==> src/rtl/sync_pkg.sv <==
// Shared types and default timing values for the frame-synchronised trigger sequencer.
package sync_pkg;

  typedef enum logic [2:0] {
    ST_IDLE    = 3'd0,
    ST_ARMED   = 3'd1,
    ST_FG_WAIT = 3'd2,
    ST_RUN     = 3'd3,
    ST_DONE    = 3'd4
  } sync_state_e;

  localparam int unsigned FG_DELAY_DEF       = 10_000_000;
  localparam int unsigned TRIGGER_DELAY_DEF  = 350_000;
  localparam int unsigned DETECTOR_DELAY_DEF = 5;

endpackage

==> src/rtl/sync_pulse_ch.sv <==
// One trigger channel: waits delay_i cycles after t0, then drives a width_i-cycle pulse.
module sync_pulse_ch #(
  parameter int CNT_W = 32
) (
  input  logic             clk_i,
  input  logic             rst_n_i,
  input  logic             load_i,
  input  logic             run_i,
  input  logic [CNT_W-1:0] delay_i,
  input  logic [CNT_W-1:0] width_i,
  output logic             pulse_o,
  output logic             finished_o
);

  logic [CNT_W-1:0] dly_q, dly_d;
  logic [CNT_W-1:0] wid_q, wid_d;
  logic             out_q, out_d;

  // dly_q/wid_q describe the current cycle: cycles still to wait, then pulse cycles left
  // including this one. A zero width loads both as zero so the channel is finished at t0.
  always_comb begin
    dly_d = '0;
    wid_d = '0;
    if (load_i) begin
      if (width_i != '0) begin
        dly_d = delay_i;
        wid_d = width_i;
      end
    end else if (run_i) begin
      dly_d = dly_q;
      wid_d = wid_q;
      if (dly_q != '0) begin
        dly_d = dly_q - CNT_W'(1);
      end else if (wid_q != '0) begin
        wid_d = wid_q - CNT_W'(1);
      end
    end
    out_d = (load_i || run_i) && (dly_d == '0) && (wid_d != '0);
  end

  always_ff @(posedge clk_i) begin
    if (!rst_n_i) begin
      dly_q <= '0;
      wid_q <= '0;
      out_q <= 1'b0;
    end else begin
      dly_q <= dly_d;
      wid_q <= wid_d;
      out_q <= out_d;
    end
  end

  assign pulse_o    = out_q;
  assign finished_o = (dly_q == '0) && (wid_q == '0);

endmodule

==> src/rtl/sync_sequencer.sv <==
// Frame-grabber synchronised trigger sequencer: waits for an fg edge, delays to t0,
// then fires NUM_CH independently delayed pulses; single-shot or continuous.
module sync_sequencer
  import sync_pkg::*;
#(
  parameter int NUM_CH      = 2,
  parameter int CNT_W       = 32,
  parameter int SYNC_STAGES = 2
) (
  input  logic                    CLOCK_50,
  input  logic                    reset_n,
  input  logic                    start_signal,
  input  logic                    stop_signal,
  input  logic                    mode,
  input  logic                    fg_signal,
  input  logic [CNT_W-1:0]        fg_delay,
  input  logic [NUM_CH*CNT_W-1:0] ch_delay,
  input  logic [NUM_CH*CNT_W-1:0] ch_width,
  output logic [NUM_CH-1:0]       ch_out,
  output logic                    busy,
  output logic                    done,
  output logic [15:0]             frame_count,
  output logic                    overrun,
  output sync_state_e             dbg_state_o
);

  logic [SYNC_STAGES-1:0]  sync_q;
  logic                    fg_prev_q;
  logic                    fg_edge;
  sync_state_e             state_q, state_d;
  logic [CNT_W-1:0]        fg_delay_q, wait_cnt_q;
  logic [NUM_CH*CNT_W-1:0] ch_delay_q, ch_width_q;
  logic                    mode_q, overrun_q;
  logic [15:0]             frame_cnt_q;
  logic [NUM_CH-1:0]       ch_fin;
  logic                    all_fin, arm, ch_load, ch_run, frame_end;

  always_ff @(posedge CLOCK_50) begin
    if (!reset_n) begin
      sync_q    <= '0;
      fg_prev_q <= 1'b0;
    end else begin
      sync_q    <= {sync_q[SYNC_STAGES-2:0], fg_signal};
      fg_prev_q <= sync_q[SYNC_STAGES-1];
    end
  end

  assign fg_edge = sync_q[SYNC_STAGES-1] & ~fg_prev_q;
  assign all_fin = &ch_fin;

  always_ff @(posedge CLOCK_50) begin
    if (!reset_n) begin
      state_q <= ST_IDLE;
    end else begin
      state_q <= state_d;
    end
  end

  always_comb begin
    state_d = state_q;
    if (stop_signal) begin
      state_d = ST_IDLE;
    end else begin
      case (state_q)
        ST_IDLE:    if (start_signal) state_d = ST_ARMED;
        ST_ARMED:   if (fg_edge) state_d = (fg_delay_q == '0) ? ST_RUN : ST_FG_WAIT;
        ST_FG_WAIT: if (wait_cnt_q <= CNT_W'(1)) state_d = ST_RUN;
        ST_RUN:     if (all_fin) state_d = mode_q ? ST_ARMED : ST_DONE;
        ST_DONE:    state_d = ST_IDLE;
        default:    state_d = ST_IDLE;
      endcase
    end
  end

  // Channels load on the edge into RUN so their registered outputs are already valid at t0.
  always_comb begin
    busy        = (state_q != ST_IDLE);
    done        = (state_q == ST_DONE);
    dbg_state_o = state_q;
    arm         = (state_q == ST_IDLE) && (state_d == ST_ARMED);
    ch_load     = (state_q != ST_RUN) && (state_d == ST_RUN);
    ch_run      = (state_q == ST_RUN) && (state_d == ST_RUN);
    frame_end   = (state_q == ST_RUN) && all_fin && !stop_signal;
  end

  always_ff @(posedge CLOCK_50) begin
    if (!reset_n) begin
      fg_delay_q  <= '0;
      ch_delay_q  <= '0;
      ch_width_q  <= '0;
      mode_q      <= 1'b0;
      wait_cnt_q  <= '0;
      frame_cnt_q <= '0;
      overrun_q   <= 1'b0;
    end else begin
      if (arm) begin
        fg_delay_q  <= fg_delay;
        ch_delay_q  <= ch_delay;
        ch_width_q  <= ch_width;
        mode_q      <= mode;
        frame_cnt_q <= '0;
        overrun_q   <= 1'b0;
      end else begin
        if (frame_end) frame_cnt_q <= frame_cnt_q + 16'd1;
        if (fg_edge && (state_q == ST_FG_WAIT || state_q == ST_RUN)) overrun_q <= 1'b1;
      end
      if (state_q == ST_ARMED && state_d == ST_FG_WAIT) begin
        wait_cnt_q <= fg_delay_q;
      end else if (state_q == ST_FG_WAIT && wait_cnt_q != '0) begin
        wait_cnt_q <= wait_cnt_q - CNT_W'(1);
      end
    end
  end

  for (genvar k = 0; k < NUM_CH; k++) begin : g_ch
    sync_pulse_ch #(.CNT_W(CNT_W)) u_ch (
      .clk_i      (CLOCK_50),
      .rst_n_i    (reset_n),
      .load_i     (ch_load),
      .run_i      (ch_run),
      .delay_i    (ch_delay_q[k*CNT_W +: CNT_W]),
      .width_i    (ch_width_q[k*CNT_W +: CNT_W]),
      .pulse_o    (ch_out[k]),
      .finished_o (ch_fin[k])
    );
  end

  assign frame_count = frame_cnt_q;
  assign overrun     = overrun_q;

endmodule

==> config.mk <==
export PLATFORM = sky130hd
export DESIGN_NAME = sync_sequencer
export DESIGN_NICKNAME = d
export VERILOG_FILES = /design/src/rtl/sync_pkg.sv /design/src/rtl/sync_pulse_ch.sv /design/src/rtl/sync_sequencer.sv
export SDC_FILE = /design/constraint.sdc
export NUM_CORES = 1
export LEC_CHECK = 0
export CORE_MARGIN = 5
export CORE_UTILIZATION = 40
export CTS_CLUSTER_SIZE = 12
export DETAILED_ROUTE_END_ITERATION = 7
export GPL_ROUTABILITY_DRIVEN = 0
export SLEW_MARGIN = 0
export SYNTH_ARGS = -nofsm -noshare
export SYNTH_HDL_FRONTEND = slang
export SYNTH_HIERARCHICAL = 1
export SYNTH_SLANG_ARGS = --single-unit
==> constraint.sdc <==
create_clock -name CLOCK_50 -period 4.87 [get_ports CLOCK_50]
set_clock_uncertainty 0.05 [all_clocks]
set_input_delay 0.487 -clock CLOCK_50 [delete_from_list [all_inputs] [get_ports CLOCK_50]]
set_output_delay 0.487 -clock CLOCK_50 [all_outputs]
set_load 0.02 [all_outputs]
# == After elaboration in Yosys (flattened, before gate mapping) ==
# Cells that the tools add are included.
# Widths: inputs -> output; s select.
# totals
input_bits,166
register_bits,346
# op_classes
addsub,6
n_reduce_logical,38
eq_ne,8
n_bitwise,3
n_lt_le_gt_ge,1
muxes,28
# ops
op,n
$mux 32,20
$reduce_bool 32->1,9
$logic_not 32->1,7
$sub 32x1->32 const B,5
$le 32x1->1 const B,1
$mux 3,6
$add 16x1->16 const B,1
$logic_and 1x1->1,14
$eq 3x2->1 const B,4
$pmux 3 s4,1
$eq 3x1->1 const B,2
$eq 3x3->1 const B,1
$logic_not 3->1,1
$ne 3x2->1 const B,1
$reduce_bool 3->1,1
$logic_or 1x1->1,2
$not 1->1,2
$reduce_and 2->1,1
$reduce_bool 2->1,1
$reduce_or 2->1,1
$and 1x1->1,1
$logic_not 1->1,1
$mux 1,1

# == Longest topological paths before layout ==
# Gate-level depths: netlist (run 1).
# depth
word_depth,13
mapped_depth,22
mapped_depth_nobuf,20

# == Modules after synthesis ==
# The synthesis (run 1) kept the hierarchy.
# modules_own_cells
module,area_per_inst_um2,n_inst,cells_each,seq_area_each_um2
sync_sequencer,8435.6,1,1071,4324.1
sync_pulse_ch (g_ch[0].u_ch),4354.2,1,569,1301.2
sync_pulse_ch (g_ch[1].u_ch),4347.9,1,559,1301.2

# == Least setup slack after synthesis (run 1) ==
# OpenSTA, ideal clock, no wires.
# synth_path
path_kind,reg-to-reg
startpoint,register g_ch[1].u_ch.dly_q[17]
endpoint,register g_ch[1].u_ch.out_q
path_stages_with_launch,19
t_arrival_ns,4.362
setup_time_ns,0.074
slack_ns,0.384
required_ns,4.746
path_buffers,2
cell_sequence,dfxtp_1 -> or4_1 -> clkbuf_1 -> nor4_2 -> nand2_2 -> nor4_1 -> nand2_1 -> nor2_1 -> o21ai_0 -> a221oi_1 -> nor3b_1 -> clkbuf_1 -> o31a_1 -> a22oi_1 -> nand3_1 -> nand4bb_1 -> or4_1 -> or4_1 -> a31oi_1
# synth_via
word_cells_on_any_way,22
classes_between,add/sub (1); eq/ne (1); mux (9); reduce/logical (11)
# synth_lines
item,line_no,source
start: declaration,sync_pulse_ch.sv:15,"logic [CNT_W-1:0] dly_q, dly_d;"
start signal: assignment,sync_pulse_ch.sv:47,dly_q <= dly_d;
$logic_not 32->1 *,sync_pulse_ch.sv:54,assign finished_o = (dly_q == '0) && (wid_q == '0);
$logic_and 1x1->1 *,sync_pulse_ch.sv:54,
named net ch_fin[1],sync_sequencer.sv:35,logic [NUM_CH-1:0] ch_fin;
$reduce_and 2->1 *,sync_sequencer.sv:49,assign all_fin = &ch_fin;
$mux 3 *,sync_sequencer.sv:68,ST_RUN: if (all_fin) state_d = mode_q ? ST_ARMED : ST_DONE;
$pmux 3 s4 *,sync_sequencer.sv:64,case (state_q)
$mux 3 *,sync_sequencer.sv:61,if (stop_signal) begin
$eq 3x2->1 *,sync_sequencer.sv:81,ch_load = (state_q != ST_RUN) && (state_d == ST_RUN);
$logic_and 1x1->1 *,sync_sequencer.sv:81,
named net ch_load,sync_sequencer.sv:36,"logic all_fin, arm, ch_load, ch_run, frame_end;"
$mux 32,sync_pulse_ch.sv:24,if (load_i) begin
$logic_not 32->1,sync_pulse_ch.sv:38,out_d = (load_i || run_i) && (dly_d == '0) && (wid_d != '0);
$logic_and 1x1->1,sync_pulse_ch.sv:38,
$logic_and 1x1->1 *,sync_pulse_ch.sv:38,
end signal: assignment,sync_pulse_ch.sv:49,out_q <= out_d;
end: declaration,sync_pulse_ch.sv:17,"logic out_q, out_d;"
# The timed path passes the listed nets; every way through them passes the cells marked *.
# A chain may end at the register's enable or synchronous reset.

# == Final worst setup path (run 1) ==
# layout_path
startpoint,register g_ch[1].u_ch.wid_q[22]
endpoint,register g_ch[1].u_ch.out_q
# layout_via
word_cells_on_any_way,22
classes_between,add/sub (1); eq/ne (1); mux (9); reduce/logical (11)
# layout_lines
item,line_no,source
start: declaration,sync_pulse_ch.sv:16,"logic [CNT_W-1:0] wid_q, wid_d;"
start signal: assignment,sync_pulse_ch.sv:48,wid_q <= wid_d;
$logic_not 32->1 *,sync_pulse_ch.sv:54,
$logic_and 1x1->1 *,sync_pulse_ch.sv:54,
named net ch_fin[1],sync_sequencer.sv:35,
$reduce_and 2->1 *,sync_sequencer.sv:49,
$mux 3 *,sync_sequencer.sv:68,
$pmux 3 s4 *,sync_sequencer.sv:64,
$mux 3 *,sync_sequencer.sv:61,
$eq 3x2->1 *,sync_sequencer.sv:81,
$logic_and 1x1->1 *,sync_sequencer.sv:81,
named net ch_load,sync_sequencer.sv:36,
$mux 32,sync_pulse_ch.sv:24,
$logic_not 32->1,sync_pulse_ch.sv:38,
$logic_and 1x1->1,sync_pulse_ch.sv:38,
$logic_and 1x1->1 *,sync_pulse_ch.sv:38,
# Marked as above.

==> flow_metrics.py, run 1 <==
metrics = {
    "outcome": {
        "status": "finished, final reports clean",
    },
    "route": {
        "ant_nets": 0,
        "drt_first_pass_iters": 6,
        "avgRoutedWirePerCell_um": 19.2,
        "viasPerCell": 5.80,
        "drt_wl_total_um": 56100,
        "remaining_drc_errors": 0,
        "vias": 17000,
        "detail_route.iter0.violations": 1726,
    },
    "sta": {
        "rsz0062_at_grt": "false",
        "worstMarginPinSlew_ns": 1.23,
        "maxSlewViolCount": 0,
        "finalSetupViolations": 0,
        "min_period_ns": 4.52,
        "max_freq_mhz": 221,
        "slew_headroom_pct": 18.0,
        "fin_ws_ns": 0.348,
        "hold_viol_final": 0,
        "fin_crit_sh_pct": 92.8,
        "whs_ns": 0.386,
        "fin_setup_tns_ns": 0,
    },
    "pwr": {
        "netSwitchingFraction_pct": 22.8,
        "p_total_w": 0.00674,
        "p_int_w": 0.00520,
        "vdd_drop_max_uv": 187,
        "p_switching_w": 0.00154,
        "p_per_area_nw_per_um2": 319,
        "clkPwrFrac_pct": 49.5,
        "seqPwrFrac_pct": 43.9,
        "pwr-share-comb_pct": 6.6,
        "p_leak_nw": 7.84,
    },
    "clocking": {
        "clkTransAtPathRegs_ns": 0.06,
        "cts_hold_buf": 0,
        "clock_path_buffers": 3,
        "cts_tree": "built",
        "cts-root-buf": "clkbuf_16",
        "clock_latency_ns": 0.55,
        "numCtsBuffers": 41,
        "clock_sinks": 346,
        "ctsHtreeMaxLevel": 2,
    },
    "logic_synthesis": {
        "ys_ff_latch": 346,
        "syn_area_sq_um": 17100,
        "yosysSeqAreaShare_pct": 40.4,
        "synth_edf_count": 0,
        "ys.flop_type": "dfxtp_1",
        "postSynthCellCount": 2199,
        "synth_area_per_cell_sq_um": 7.79,
        "synth_top_area_cell": "dfxtp_1",
        "yosys_warnings": 6,
        "synth.distinct_cells": 89,
        "async_flop_share_pct": 0,
        "synth_top_area_share_pct": 40.4,
        "synth_nets": 2377,
        "synth_area_leaders": "dfxtp_1 (40%), nand2_1 (11%), a21oi_1 (6.7%), nor4_1 (3.3%), nor2_1 (2.9%)",
    },
    "worst_setup_path": {
        "crit_path_end_kind": "register",
        "worstPathRequired_ns": 5.25,
        "cp_max_fo": 31,
        "crit_type": "reg -> reg",
        "worst_ep_arrival_time_ns": 4.90,
        "start_kind": "register",
    },
    "min_path": {
        "hold_path.class": "reg -> reg",
    },
    "finish": {
        "area_growth_pct": 23.3,
        "fillers": 4042,
        "fin_util_pct": 50.2,
        "drive_above_1_share_pct": 7.59,
        "mostFrequentLayoutCell": "nand2_1",
        "most-common-layout-cells": "nand2_1 (486), dfxtp_1 (346), a21oi_1 (228)",
        "nets": 2532,
    },
    "global_route": {
        "overflow": 0,
        "grt_antenna_before_repair": 1,
        "grt_pass1_wl_um": 89200,
        "grt_max_degree": 156,
        "grt_pass1_vias": 16100,
        "track_usage_pct": 22.9,
    },
    "die": {
        "initial_core_util_pct": 40.7,
        "die_x_um": 217,
        "die_h_um": 217,
        "die_area_sq_um": 47100,
        "ios": 190,
        "placementRows": 75,
        "core_sq_um": 42100,
    },
    "place": {
        "hpwl_um": 40400,
        "pre_cts_ws_ns": 0.0777,
        "port-buffer-count": 189,
    },
    "job": {
        "maxCapViolCount": 0,
    },
}
## registers in the layout, indices dropped and copies added, names as in the netlist
| register | flops |
|---|---|
| mode_q | 1 |
| fg_prev_q | 1 |
| overrun | 1 |
| sync_q | 2 |
| dbg_state_o | 3 |
| ch_width_q | 64 |
| g_ch.u_ch/pulse_o | 2 |
| g_ch.u_ch/dly_q | 64 |
| frame_count | 16 |
| ch_delay_q | 64 |
| g_ch.u_ch/wid_q | 64 |
| wait_cnt_q | 32 |
| fg_delay_q | 32 |
## per-stage QoR
step | cells | cell area [sq um]
after floorplan | 2199 | 17100
after global placement | 2850 | 19600
after detailed placement | 2850 | 19600
after CTS | 2924 | 21100
after global routing | 2925 | 21100
final | 2925 | 21100
## cells by family after synthesis
logic type | count (synthesis) | share of synthesized area [%]
mux | 7 | 0.409
xor+xnor | 97 | 4.96
buf+inv | 154 | 3.79
compound gates | 480 | 17.4
flops | 346 | 40.4
fa+ha+maj | 12 | 0.876
simple gates | 1103 | 32.1
## power groups by stage
| stage | Clock (W) | Combinational (W) | Sequential [W] |
|---|---|---|---|
| final | 0.00334 | 0.000442 | 0.00296 |
| after global routing | 0.00353 | 0.000486 | 0.00297 |
| after CTS | 0.00341 | 0.000441 | 0.00296 |
| after detailed placement | 0 | 0.000438 | 0.00302 |
| after global placement | 0 | 0.000438 | 0.00302 |
| after floorplan | 0 | 0.000223 | 0.00299 |
## final timing paths
path                                             start                    to  slack [ns]  depth (start not counted)
worst min register to register               sync_q[0]             sync_q[1]        0.39                          1
worst min-delay path                         sync_q[0]             sync_q[1]        0.39                          1
worst max register to register  g_ch[1].u_ch/wid_q[22]  g_ch[1].u_ch/pulse_o        0.35                         17
worst max-delay path            g_ch[1].u_ch/wid_q[22]  g_ch[1].u_ch/pulse_o        0.35                         17
## area by class of cell
cell class	count	area (sq um)	share of cell area (%)
clock buffers	55	1200	5.68
well taps	539	674	3.19
clock inverters	19	280	1.33
inverters	22	87.6	0.414
flip-flops and latches	346	6930	32.8
diodes	1	2.50	0.0118
multi-input cells	1699	9640	45.6
repair buffers	244	2320	11.0
## routing by layer
layer	track usage [%]	vias to the layer above	part of all wire [%]
li1	-	8166	-
met1	34.0	8038	48
met2	34.0	667	42
met3	4.13	90	7.5
met4	6.49	0	2.5
met5	0	-	0
## worst max-delay path, stage by stage (launching register included)
cell	delay [ns]
dfxtp_1	0.45
or2_0	0.38
or3_1	0.34
nor4_2	0.09
nand2_1	0.07
nor2_1	0.03
o21ai_0	0.42
a221oi_2	0.11
nor3b_4	0.43
nand2b_1	0.29
buf_4	0.34
or3_1	0.16
nor3_1	0.04
nor3_1	0.33
o211ai_1	0.15
or4_1	0.42
nor4_1	0.18
a31oi_1	0.11
## what timing repair did
action / 4_1_cts / 5_1_grt
endpoints found under the setup margin: 0 / 2
gates resized for setup: 0 / 7
buffers inserted: 0 / 0
## cell usage after synthesis, types with 34 or more instances
| library cell | instances |
|---|---|
| nor3_1 | 65 |
| clkbuf_1 | 104 |
| o21ai_0 | 61 |
| nor4_1 | 90 |
| xnor2_1 | 47 |
| nand3_1 | 52 |
| xor2_1 | 50 |
| nand2_1 | 486 |
| and2_1 | 54 |
| a22oi_1 | 36 |
| a21oi_1 | 228 |
| nand4_1 | 34 |
| nor2_1 | 132 |
| dfxtp_1 | 346 |
Note: power is estimated with default switching activity, not from simulation.
==> run 2: changes to the inputs <==
CAP_MARGIN = 40   (was unset)
==> run 2 against run 1 <==
Utilization decreased by 0.34 points. Worst setup slack got worse by 0.13 ns. Via count decreased by 0.16%. Cell count decreased by 0.14%. Sequential share of layout area increased by 0.22 points. Critical path depth unchanged. Critical endpoint unchanged. Largest cell class unchanged. Largest power group unchanged.
==> flow_metrics.py, run 2 (same netlist as run 1, synthesis figures left out) <==
metrics = {
    "route": {
        "viasPerCell": 5.80,
        "ant_nets": 0,
        "remaining_drc_errors": 0,
        "drt_wl_total_um": 56300,
        "vias": 16900,
        "drt_first_pass_iters": 6,
        "avgRoutedWirePerCell_um": 19.3,
        "detail_route.iter0.violations": 1757,
    },
    "die": {
        "placementRows": 75,
        "die_area_sq_um": 47100,
        "die_x_um": 217,
        "core_sq_um": 42100,
        "die_h_um": 217,
        "initial_core_util_pct": 40.7,
        "ios": 190,
    },
    "worst_setup_path": {
        "worst_ep_arrival_time_ns": 5.03,
        "path_cells": "or2_0 -> or3_1 -> nor4_1 -> nand2_1 -> nor2_1 -> o21ai_0 -> a221oi_2 -> nor3b_2 -> nand2b_1 -> buf_4 -> or3_1 -> nor3_1 -> nor3_1 -> o211ai_1 -> or4_1 -> nor4_1 -> a31oi_1",
        "worstPathRequired_ns": 5.25,
        "cp_max_fo": 31,
        "cp_num_buf_inv": 1,
        "crit_type": "reg -> reg",
        "crit_family": "simple AND/OR/NAND/NOR gates",
        "slowest_stage": "nor3b_2",
        "start_kind": "register",
        "crit_path_end_kind": "register",
        "max_stage_delay_ns": 0.57,
    },
    "pwr": {
        "p_leak_nw": 7.77,
        "vdd_drop_max_uv": 272,
        "seqPwrFrac_pct": 46.5,
        "p_int_w": 0.00487,
        "netSwitchingFraction_pct": 23.6,
        "pwr-share-comb_pct": 7.0,
        "p_switching_w": 0.00150,
        "p_per_area_nw_per_um2": 304,
        "clkPwrFrac_pct": 46.5,
    },
    "clocking": {
        "postCtsSetupBuffers": 0,
        "clock_path_buffers": 3,
        "cts-resized-gates": 0,
        "clkTransAtPathRegs_ns": 0.06,
        "clock_latency_ns": 0.56,
        "cts_hold_buf": 0,
        "clock_sinks": 346,
        "cts-root-buf": "clkbuf_16",
        "numCtsBuffers": 39,
        "ctsHtreeMaxLevel": 2,
        "cts_tree": "built",
    },
    "global_route": {
        "overflow": 0,
        "grt_antenna_before_repair": 1,
        "track_usage_pct": 23.0,
        "grt_max_degree": 94,
        "grt_pass1_wl_um": 89900,
        "grt_pass1_vias": 16100,
    },
    "sta": {
        "max_freq_mhz": 215,
        "fin_crit_sh_pct": 95.5,
        "finalSetupViolations": 0,
        "min_period_ns": 4.65,
        "maxSlewViolCount": 0,
        "worstMarginPinSlew_ns": 0.886,
        "fin_ws_ns": 0.218,
        "hold_viol_final": 0,
        "slew_headroom_pct": 40.9,
    },
    "job": {
        "maxCapViolCount": 0,
    },
    "finish": {
        "instances_no_fill": 2921,
        "drive_above_1_share_pct": 7.22,
        "nets": 2533,
        "most-common-layout-cells": "nand2_1 (486), dfxtp_1 (346), a21oi_1 (228)",
        "final_area_sq_um": 21000,
        "area_growth_pct": 22.5,
        "mostFrequentLayoutCell": "nand2_1",
    },
    "outcome": {
        "status": "finished, final reports clean",
    },
    "place": {
        "hpwl_um": 41000,
        "pre_cts_ws_ns": 0.133,
        "dpl_cell_area_sq_um": 19700,
        "dp_cells": 2853,
        "port-buffer-count": 189,
    },
    "min_path": {
        "hold_path.class": "reg -> reg",
    },
}
run 2: stage by stage:
| step | power [W] | hold WS (ns) | utilization (%) | setup TNS, ns |
|---|---|---|---|---|
| 6_report | 0.00638 | 0.393 | 49.8 | 0 |
| 4_1_cts | 0.00644 | 0.387 | 49.7 | 0 |
| 2_1_floorplan | 0.00322 | 0.362 | - | 0 |
| 3_5_place_dp | 0.00347 | 0.377 | 46.7 | 0 |
| 3_3_place_gp | 0.00346 | 0.369 | 46.6 | 0 |
| 5_1_grt | 0.00661 | 0.411 | 49.8 | -0.00343 |
run 2: layout make-up:
class	count	area (sq um)
Timing Repair Buffer	247	2390
Antenna cell	1	2.50
Clock buffer	59	1170
Clock inverter	8	109
Multi-Input combinational cell	1699	9630
Sequential cell	346	6930
Fill cell	4028	21100
Inverter	22	87.6
Tap cell	539	674
run 2: worst reg2reg max path: cells and delay by family (launching register included):
kind                   cells  cell delay, ns
AND/OR/NAND/NOR           12            2.97
flip-flops                 1            0.44
buffers and inverters      1            0.35
AO/OA/AOI/OAI              4            0.74
run 2: final timing paths:
kind                            depth (start not counted)  slack (ns)                    from                   end
worst min-delay path                                    1        0.39               sync_q[0]             sync_q[1]
worst min register to register                          1        0.39               sync_q[0]             sync_q[1]
worst max register to register                         17        0.22  g_ch[1].u_ch/wid_q[22]  g_ch[1].u_ch/pulse_o
worst max-delay path                                   17        0.22  g_ch[1].u_ch/wid_q[22]  g_ch[1].u_ch/pulse_o
run 2: power by group through the flow:
| stage | sequential [W] | combinational, W | clock, W |
|---|---|---|---|
| final | 0.00296 | 0.000447 | 0.00297 |
| after global routing | 0.00297 | 0.000491 | 0.00315 |
| after CTS | 0.00296 | 0.000446 | 0.00303 |
| after detailed placement | 0.00302 | 0.000443 | 0 |
| after global placement | 0.00302 | 0.000438 | 0 |
| after floorplan | 0.00299 | 0.000223 | 0 |
run 2: per-layer routing:
metal	track usage [%]	part of all wire [%]	up-vias
met3	4.25	7.7	84
met1	34.4	48	7995
met5	0	0	-
li1	-	-	8187
met2	34.5	43	668
met4	5.52	2.0	0
==> run 3: changes to the inputs <==
GPL_ROUTABILITY_DRIVEN = unset   (was 0)
==> run 3 against run 2 <==
Register-to-register slack better by 0.05 ns. Critical path type unchanged. Non-clock buffer count up 13. Highest routed layer unchanged. Sequential power about the same. Power up 4.0%.
==> flow_metrics.py, run 3 (same netlist as run 1, synthesis figures left out) <==
metrics = {
    "finish": {
        "area_growth_pct": 24.1,
        "nets": 2548,
        "most-common-layout-cells": "nand2_1 (486), dfxtp_1 (346), a21oi_1 (228)",
        "mostFrequentLayoutCell": "nand2_1",
        "instances_no_fill": 2939,
        "fin_util_pct": 50.5,
        "final_area_sq_um": 21300,
        "drive_above_1_share_pct": 8.00,
    },
    "sta": {
        "max_freq_mhz": 217,
        "fin_crit_sh_pct": 94.4,
        "slew_headroom_pct": 42.0,
        "worstMarginPinSlew_ns": 0.870,
        "fin_ws_ns": 0.271,
        "finalSetupViolations": 0,
        "fin_setup_tns_ns": 0,
        "min_period_ns": 4.60,
        "hold_viol_final": 0,
        "maxSlewViolCount": 0,
    },
    "place": {
        "port-buffer-count": 189,
        "place_congestion": 0.952,
        "dpl_cell_area_sq_um": 19800,
        "dp_cells": 2864,
        "hpwl_um": 43100,
        "pre_cts_ws_ns": 0.00522,
    },
    "route": {
        "vias": 17000,
        "ant_nets": 0,
        "remaining_drc_errors": 0,
        "avgRoutedWirePerCell_um": 19.8,
        "drt_first_pass_iters": 6,
        "viasPerCell": 5.80,
        "drt_wl_total_um": 58100,
        "detail_route.iter0.violations": 1694,
    },
    "worst_setup_path": {
        "crit_path_end_kind": "register",
        "r2r-start": "g_ch[0].u_ch/dly_q[24]",
        "rr_endpoint": "g_ch[1].u_ch/pulse_o",
        "worstPathRequired_ns": 5.31,
        "start_kind": "register",
        "r2r_slack_ns": 0.27,
        "endpoint": "g_ch[1].u_ch/pulse_o",
        "crit_type": "reg -> reg",
        "ff2ff_path_depth": 17,
        "crit_start": "g_ch[0].u_ch/dly_q[24]",
        "worst_ep_arrival_time_ns": 5.04,
        "cp_max_fo": 32,
    },
    "die": {
        "core_sq_um": 42100,
        "ios": 190,
        "placementRows": 75,
        "die_area_sq_um": 47100,
        "die_h_um": 217,
        "die_x_um": 217,
        "initial_core_util_pct": 40.7,
    },
    "pwr": {
        "p_leak_nw": 7.90,
        "p_per_area_nw_per_um2": 312,
        "vdd_drop_max_uv": 282,
    },
    "job": {
        "maxCapViolCount": 0,
    },
    "global_route": {
        "grt_pass1_vias": 16300,
        "grt_antenna_before_repair": 1,
        "grt_max_degree": 119,
        "overflow": 0,
        "track_usage_pct": 23.8,
        "grt_pass1_wl_um": 91900,
    },
    "min_path": {
        "hold_path.class": "reg -> reg",
    },
    "clocking": {
        "cts_tree": "built",
        "clkTransAtPathRegs_ns": 0.06,
        "cts-root-buf": "clkbuf_16",
        "ctsHtreeMaxLevel": 2,
        "numCtsBuffers": 41,
        "clock_path_buffers": 3,
        "cts_hold_buf": 0,
        "clock_latency_ns": 0.57,
        "clock_sinks": 346,
    },
    "outcome": {
        "status": "finished, final reports clean",
    },
}
-- run 3: cell types whose count changed in the layout (fill, tap and decap cells not counted), moves of 2 or more --
cell / previous run / this run
bufinv_16: 2 / 6
clkinv_2: 3 / 5
buf_4: 53 / 63
buf_12: 3 / 5
clkbuf_8: 10 / 7
-- run 3: worst max-delay path: stages (launching register included) --
cell,delay [ns]
dfxtp_1,0.34
or4_1,0.69
nor3_4,0.38
nand3_4,0.13
nor2_2,0.25
nand2_1,0.09
nor2_1,0.09
o21ai_0,0.14
a221oi_2,0.32
nor3b_4,0.15
o31a_2,0.17
buf_4,0.25
nand2_1,0.11
nand3_1,0.10
nor4b_1,0.38
nand4_1,0.16
or4_1,0.55
a31oi_1,0.15
-- run 3: through the flow --
stage               hold WS [ns]  total power [W]
floorplan                  0.362          0.00322
global placement           0.367          0.00346
detailed placement         0.384          0.00347
CTS                        0.379          0.00671
global route               0.399          0.00688
finish                     0.404          0.00663
-- run 3: metal layers --
layer | track usage (%) | part of all wire, % | vias to the layer above
li1 | - | - | 8238
met4 | 5.54 | 1.9 | 0
met5 | 0 | 0 | -
met3 | 4.10 | 7.0 | 72
met2 | 35.7 | 43 | 601
met1 | 35.8 | 48 | 8130
-- run 3: worst min-delay path by stage --
stage,cells after the start,endpoint,slack (ns),from
detailed placement,1,sync_q[1],0.38,sync_q[0]
global placement,1,sync_q[1],0.37,sync_q[0]
floorplan,1,sync_q[1],0.36,sync_q[0]
global route,1,sync_q[1],0.40,sync_q[0]
CTS,3,mode_q,0.38,mode
finish,1,sync_q[1],0.40,sync_q[0]
-- run 3: cell type report --
cell class / instances / area [sq um]
well taps: 539 / 674
repair buffers: 260 / 2510
clock inverters: 15 / 254
fillers: 4108 / 20900
flip-flops and latches: 346 / 6930
inverters: 22 / 87.6
clock buffers: 57 / 1160
multi-input cells: 1699 / 9650
diodes: 1 / 2.50
-- run 3: timing repair --
action | 4_1_cts | 5_1_grt
setup endpoints to repair | 1 | 2
buffers inserted | 0 | 2
resized for setup | 1 | 8
pin swaps | 0 | 1
-- run 3: where the power goes --
part / internal (W) / leakage (nW) / switching (W)
Sequential: 0.00290 / 2.80 / 0.0000645
Clock: 0.00198 / 0.689 / 0.00124
Combinational: 0.000213 / 4.41 / 0.000239
Total: 0.00509 / 7.90 / 0.00154
